[src/rtl/button_conditioner.sv]
// Three-channel push-button front end: per-channel synchronizer, debounce FSM
// and registered rising-edge pulse, plus a collision flag for simultaneous presses.
module button_conditioner #(
    parameter int SYNC_STAGES     = 2,
    parameter int DEBOUNCE_CYCLES = 16
) (
    input  logic CLK,
    input  logic RST,
    input  logic A_RAW,
    input  logic B_RAW,
    input  logic C_RAW,
    output logic A_LVL,
    output logic B_LVL,
    output logic C_LVL,
    output logic A_PULSE,
    output logic B_PULSE,
    output logic C_PULSE,
    output logic COLLIDE
);

    localparam int CW = $clog2(DEBOUNCE_CYCLES + 1);
    localparam logic [CW-1:0] CNT_LAST = CW'(DEBOUNCE_CYCLES - 1);
    localparam logic [CW-1:0] CNT_ONE  = CW'(1);

    typedef enum logic [1:0] {
        LOW    = 2'd0,
        CHK_HI = 2'd1,
        HIGH   = 2'd2,
        CHK_LO = 2'd3
    } deb_state_t;

    logic [2:0] raw_vec;
    logic [2:0] lvl_vec;
    logic [2:0] pulse_vec;
    logic [2:0] pulse_next_vec;
    logic       collide_reg;
    logic       collide_next;

    assign raw_vec = {C_RAW, B_RAW, A_RAW};

    genvar gi;
    generate
        for (gi = 0; gi < 3; gi++) begin : g_chan
            logic [SYNC_STAGES-1:0] sync_reg;
            logic                   sync_q;
            deb_state_t             state_reg, state_next;
            logic [CW-1:0]          cnt_reg, cnt_next;
            logic                   lvl_reg, lvl_next;
            logic                   pulse_reg, pulse_next;

            always_ff @(posedge CLK or posedge RST) begin
                if (RST) begin
                    sync_reg <= '0;
                end else begin
                    sync_reg <= {sync_reg[SYNC_STAGES-2:0], raw_vec[gi]};
                end
            end

            assign sync_q = sync_reg[SYNC_STAGES-1];

            always_ff @(posedge CLK or posedge RST) begin
                if (RST) begin
                    state_reg <= LOW;
                    cnt_reg   <= '0;
                    lvl_reg   <= 1'b0;
                    pulse_reg <= 1'b0;
                end else begin
                    state_reg <= state_next;
                    cnt_reg   <= cnt_next;
                    lvl_reg   <= lvl_next;
                    pulse_reg <= pulse_next;
                end
            end

            // A level change is accepted only after DEBOUNCE_CYCLES consecutive
            // samples that disagree with the current level; any agreeing sample
            // drops back to the settled state.
            always_comb begin
                state_next = state_reg;
                cnt_next   = cnt_reg;
                lvl_next   = lvl_reg;
                pulse_next = 1'b0;
                case (state_reg)
                    LOW: begin
                        if (sync_q) begin
                            state_next = CHK_HI;
                            cnt_next   = CNT_ONE;
                        end
                    end
                    CHK_HI: begin
                        if (!sync_q) begin
                            state_next = LOW;
                            cnt_next   = '0;
                        end else if (cnt_reg == CNT_LAST) begin
                            state_next = HIGH;
                            cnt_next   = '0;
                            lvl_next   = 1'b1;
                            pulse_next = 1'b1;
                        end else begin
                            cnt_next = cnt_reg + CNT_ONE;
                        end
                    end
                    HIGH: begin
                        if (!sync_q) begin
                            state_next = CHK_LO;
                            cnt_next   = CNT_ONE;
                        end
                    end
                    CHK_LO: begin
                        if (sync_q) begin
                            state_next = HIGH;
                            cnt_next   = '0;
                        end else if (cnt_reg == CNT_LAST) begin
                            state_next = LOW;
                            cnt_next   = '0;
                            lvl_next   = 1'b0;
                        end else begin
                            cnt_next = cnt_reg + CNT_ONE;
                        end
                    end
                    default: begin
                        state_next = LOW;
                        cnt_next   = '0;
                        lvl_next   = 1'b0;
                    end
                endcase
            end

            assign pulse_next_vec[gi] = pulse_next;
            assign lvl_vec[gi]        = lvl_reg;
            assign pulse_vec[gi]      = pulse_reg;
        end
    endgenerate

    // Two or more channels qualifying on the same edge.
    assign collide_next = (pulse_next_vec[0] & pulse_next_vec[1]) |
                          (pulse_next_vec[0] & pulse_next_vec[2]) |
                          (pulse_next_vec[1] & pulse_next_vec[2]);

    always_ff @(posedge CLK or posedge RST) begin
        if (RST) begin
            collide_reg <= 1'b0;
        end else begin
            collide_reg <= collide_next;
        end
    end

    assign A_LVL   = lvl_vec[0];
    assign B_LVL   = lvl_vec[1];
    assign C_LVL   = lvl_vec[2];
    assign A_PULSE = pulse_vec[0];
    assign B_PULSE = pulse_vec[1];
    assign C_PULSE = pulse_vec[2];
    assign COLLIDE = collide_reg;

endmodule

[config.mk]
export PLATFORM = sky130hd
export DESIGN_NAME = button_conditioner
export DESIGN_NICKNAME = d
export VERILOG_FILES = /design/src/rtl/button_conditioner.sv
export SDC_FILE = /design/constraint.sdc
export NUM_CORES = 1
export LEC_CHECK = 0
export ABC_CLOCK_PERIOD_IN_PS = 4200
export CAP_MARGIN = 25
export CORE_ASPECT_RATIO = 1.75
export CORE_MARGIN = 2
export CORE_UTILIZATION = 55
export DETAILED_ROUTE_END_ITERATION = 16
export MAX_ROUTING_LAYER = met4
export PLACE_DENSITY = 0.8
export SLEW_MARGIN = 30
export SYNTH_ARGS = -nofsm -noshare
export SYNTH_HDL_FRONTEND = slang
export SYNTH_SLANG_ARGS = --single-unit
[constraint.sdc]
create_clock -name CLK -period 4.2 [get_ports CLK]
set_clock_uncertainty 0.2 [all_clocks]
set_input_delay 0.42 -clock CLK [delete_from_list [all_inputs] [get_ports CLK]]
set_output_delay 0.42 -clock CLK [all_outputs]
set_load 0.01 [all_outputs]
# Yosys cells after proc, flatten, opt, wreduce, memory -nomap -nowiden
# Cells that the tools add are included.
# Widths: inputs -> output; s select.
[totals]
reg_bits = 34
input_bits = 5
out_inout_bits = 7
wordCells = 138
[op_classes]
add_sub_neg = 3
n_eq_ne = 36
n_mux = 63
n_bitwise = 5
reduce_logical = 15
[op_table]
columns = ["operator", "count"]
rows = [
  ["$mux 5", 15],
  ["$pmux 5 s4", 3],
  ["$mux 2", 18],
  ["$ne 2x2->1 const B", 18],
  ["$pmux 2 s4", 3],
  ["$mux 1", 21],
  ["$ne 3x3->1 const B", 6],
  ["$add 5x1->5 const B", 3],
  ["$eq 5x4->1 const B", 3],
  ["$reduce_and 5->1", 3],
  ["$eq 2x2->1 const B", 6],
  ["$reduce_and 4->1", 3],
  ["$eq 2x1->1 const B", 3],
  ["$logic_not 2->1", 3],
  ["$pmux 1 s2", 3],
  ["$reduce_and 2->1", 3],
  ["$reduce_bool 2->1", 3],
  ["$and 1x1->1", 3],
  ["$or 1x1->1", 2],
]

# Longest topological paths before layout
[logic_depth]
ltp_word = 7
depth_mapped = 4
mapped_depth_nobuf = 4

# Least setup slack after synthesis
# Ideal clock, no wire load.
[synth_path]
path_type = "reg-to-reg"
start = "reg g_chan[1].cnt_reg[0]"
end = "reg g_chan[1].cnt_reg[3]"
setup_ns = 0.124
arrival_time_ns = 1.230
required_ns = 3.876
path_slack_ns = 2.646
path_stages_with_launch = 5
n_path_buf = 0
period_less_slack_ns = 1.554
path_cell_list = "dfrtp_1 -> ha_1 -> nand4b_2 -> and4_1 -> a211o_1"
[synth_via]
elab_chain_cells = 4
elab_cells_between_ends = 6
classes_between = "add/sub (1); eq/ne (1); mux (4)"
[synth_lines]
columns = ["element", "line_no", "source"]
rows = [
  ["start, declared", "47", "logic [CW-1:0] cnt_reg, cnt_next;"],
  ["start signal, assigned", "69", "cnt_reg <= cnt_next;"],
  ["$add 5x1->5 / $eq 5x4->1 (equally long branches)", "n/a", ""],
  ["$mux 5 (*)", "94, 113", ""],
  ["$mux 5 (on tied branches)", "110, 91", ""],
  ["$pmux 5 s4 (*)", "83", "case (state_reg)"],
]
# Mark *: on every way between the ends. The rest lies on a longest branch, timed or not.
# A chain may end at the register's enable or synchronous reset.

# Final worst setup path
[layout_path]
start = "reg g_chan[1].lvl_reg (netlist: B_LVL)"
end = "out B_LVL"
[layout_rtl]
columns = ["element", "line_no", "source"]
rows = [
  ["start, declared", "48", "logic lvl_reg, lvl_next;"],
  ["start signal, assigned", "70", "lvl_reg <= lvl_next;"],
  ["end, declared", "13", "output logic B_LVL,"],
]
# No word-level cell between the ends.

==> impl_metrics.csv <==
group,metric,value,unit
run_status,status,"complete, no violations",
worst_setup_path,cp-end-kind,"output pin",
drt,wl_per_cell,15.02,um
drt,drtIter0Drc,16,
grt,grt_util_all_layers,19.90,%
drt,wl,2.584,mm
clock_network,clk_pin_slew_worst_paths,0.06,ns
die,coreArea,2659,um2
sta,finalSetupViolCount,0,
die,initial_core_util,56.24,%
yosys,synth-edff-count,0,
worst_setup_path,cpLargestDelayFamily,"buffers and inverters",
worst_setup_path,rr_endpoint,"COLLIDE",
clock_network,clockRootBuffer,"clkbuf_8",
die,placementRows,25,
worst_setup_path,reg2regPathDepth,4,
final_layout,drive_above_1_share,8.966,%
worst_setup_path,cp_cell_sequence,"clkdlybuf4s50_1",
final_layout,num_antenna_cells,0,
placed_design,post-dp-hpwl,1.834,mm
clock_network,ctsResizeCount,0,
yosys,seq_area_frac_synth,56.90,%
worst_setup_path,r2r_start,"g_chan[0].cnt_reg[0]",
sta,hold_viol,0,
die,fp.dieW,43.42,um
die,pin_count,12,
yosys,syn-num-nets,136,
yosys,synth.avg_cell_area,11.68,um2
final_layout,largest_reg_flops,15,
drt,vias,1074,
clock_network,holdBufCountCts,0,
clock_network,numClockSinks,34,
min_path,hp-start,"g_chan[0].sync_reg[0]",
sta,rsz0062_at_grt,"no",
sta,fin_crit_sh,43.69,%
final_layout,final_net_count,153,
flow_run,maxCapViolations,0,
yosys,ys_ff_latch,34,
min_path,min_to,"g_chan[0].sync_reg[1]",
yosys,ys_types,33,
worst_setup_path,critical_path_peak_fanout,3,
die,dieArea,3168,um2
grt,antenna_found_initial,0,
min_path,min_path_cells,0,
drt,vias_per_cell,6.244,
grt,grt_pass1_wl,4.422,mm
yosys,synth_top_area_cell,"dfrtp_1",
clock_network,post_cts_buffers,0,
clock_network,clk_path_buf_depth,2,
yosys,syn-cell-area,1495,um2
sta,slew_headroom,66.11,%
sta,worst_pin_slew,0.5047,ns
worst_setup_path,critical_path_class,"reg -> out",
yosys,synthCells,128,
clock_network,cts_made_buffers,5,
drt,ant_nets,0,
worst_setup_path,crit_required,3.58,ns
power,p_leak,0.0008168,uW
clock_network,cts_tree,"yes",
placed_design,io_buffers,11,
die,dieHeight,72.98,um
sta,setup_tns,0,ns
power,power_density,364.8,nW/um2
drt,route.detailed.drc,0,
placed_design,gp_congestion,0.8198,
drt,dr.pass1.iters,6,
clock_network,clk-insertion-delay-late,0.29,ns
sta,period_minus_slack,1.835,ns
yosys,yosys-top-cells-area,"dfrtp_1, nand3_1, xor2_1, ha_1, o21a_1",
worst_setup_path,start_kind,"flop",
sta,fmax,545.0,MHz
sta,drv_slew,0,
worst_setup_path,critPathBufInv,1,
clock_network,cts-htree-levels,2,
yosys,synth_top_area_share,56.90,%
grt,grt_start_max_net_pins,35,
worst_setup_path,arrival,1.21,ns
grt,grt-ovfl-total,0,
power,ir_drop,0.0002651,V
yosys,ys.flop_type,"dfrtp_1",
grt,grt_pass1_vias,1036,
power,total_power,626.3,uW
yosys,async_flop_share,100.0,%
yosys,yosys_warnings,0,
worst_setup_path,critPathSlowestCell,"clkdlybuf4s50_1",
final_layout,area_growth_syn_to_layout,14.81,%
worst_setup_path,slowest_delay,0.55,ns
min_path,hold_path_class,"reg -> reg",
worst_setup_path,r2r_slack,2.53,ns
==> per-layer routing <==
| layer | share of wire, % | GRT usage [%] | vias up |
|---|---|---|---|
| li1 | - | - | 499 |
| met1 | 39 | 20.97 | 547 |
| met2 | 54 | 32.67 | 23 |
| met3 | 3.9 | 5.198 | 5 |
| met4 | 2.9 | 11.78 | 0 |
| met5 | 0 | - | - |
==> synthesized netlist by cell type (2+ instances only) <==
cell,instances
dfrtp_1,34
nand3_1,14
inv_1,7
nand2_1,7
xor2_1,7
o21a_1,5
o21ai_0,5
o21ai_1,5
a21oi_1,4
o2bb2ai_1,4
and4b_1,3
ha_1,3
a211o_1,2
a31oi_1,2
and3_1,2
nand4b_1,2
nand4b_2,2
nor2_1,2
nor4b_2,2
o31ai_1,2
xnor2_1,2
==> layout by cell type (no fill, tap or decap), types with 3 or more instances in the layout <==
cell,netlist,routed
o21ai_0,5,5
nand2_1,7,7
clkbuf_8,0,5
ha_1,3,3
and4b_1,3,3
o2bb2ai_1,4,4
o21ai_1,5,5
nand3_1,14,14
xor2_1,7,7
dfrtp_1,34,34
inv_1,7,7
clkdlybuf4s50_1,0,11
o21a_1,5,5
a21oi_1,4,4
==> worst max-delay path by stage <==
stage | from | to | slack [ns] | depth (start not counted)
2_1_floorplan | g_chan[1].cnt_reg[0] | g_chan[1].cnt_reg[3] | 2.65 | 4
3_3_place_gp | g_chan[0].cnt_reg[0] | COLLIDE | 2.59 | 4
3_5_place_dp | g_chan[0].cnt_reg[0] | COLLIDE | 2.52 | 4
4_1_cts | A_LVL | A_LVL | 2.34 | 1
5_1_grt | A_LVL | A_LVL | 2.32 | 1
6_report | B_LVL | B_LVL | 2.37 | 1
==> area by class of cell <==
type	count	area (um2)
Sequential cell	34	850.8
Clock buffer	5	68.82
Timing Repair Buffer	12	117.6
Inverter	7	26.28
Clock inverter	2	10.01
Fill cell	204	942.2
Multi-Input combinational cell	85	609.3
Tap cell	27	33.78
==> stage by stage <==
| stage | hold WS, ns | worst slack (ns) | utilization [%] | std cells | instance area, um2 |
|---|---|---|---|---|---|
| 2_1_floorplan | 0.1312 | 2.646 | - | 128 | 1495 |
| 3_3_place_gp | 0.1349 | 2.587 | 61.60 | 165 | 1638 |
| 3_5_place_dp | 0.1381 | 2.517 | 61.60 | 165 | 1638 |
| 4_1_cts | 0.1519 | 2.341 | 64.56 | 172 | 1717 |
| 5_1_grt | 0.1617 | 2.318 | 64.56 | 172 | 1717 |
| 6_report | 0.1471 | 2.365 | 64.56 | 172 | 1717 |
==> power breakdown <==
group	switching [uW]	total (uW)	internal (uW)
combinational	27.0	47.6	20.6
clock	109	220	111
sequential	17.2	359	342
total	153	626	473
==> cells by family (layout without fill, tap and decap cells) <==
logic type                 after synthesis  count (layout)  share of synthesized area [%]
DFF                                     34              34                          56.90
buffers and inverters                    9              26                          2.343
xor gates and xnor gates                 9               9                          5.272
and+or+nand+nor                         39              39                          17.66
adders and majority gates                4               4                          3.180
AOI/OAI and AO/OA                       33              33                          14.64
(Power assumes the default switching activity.)
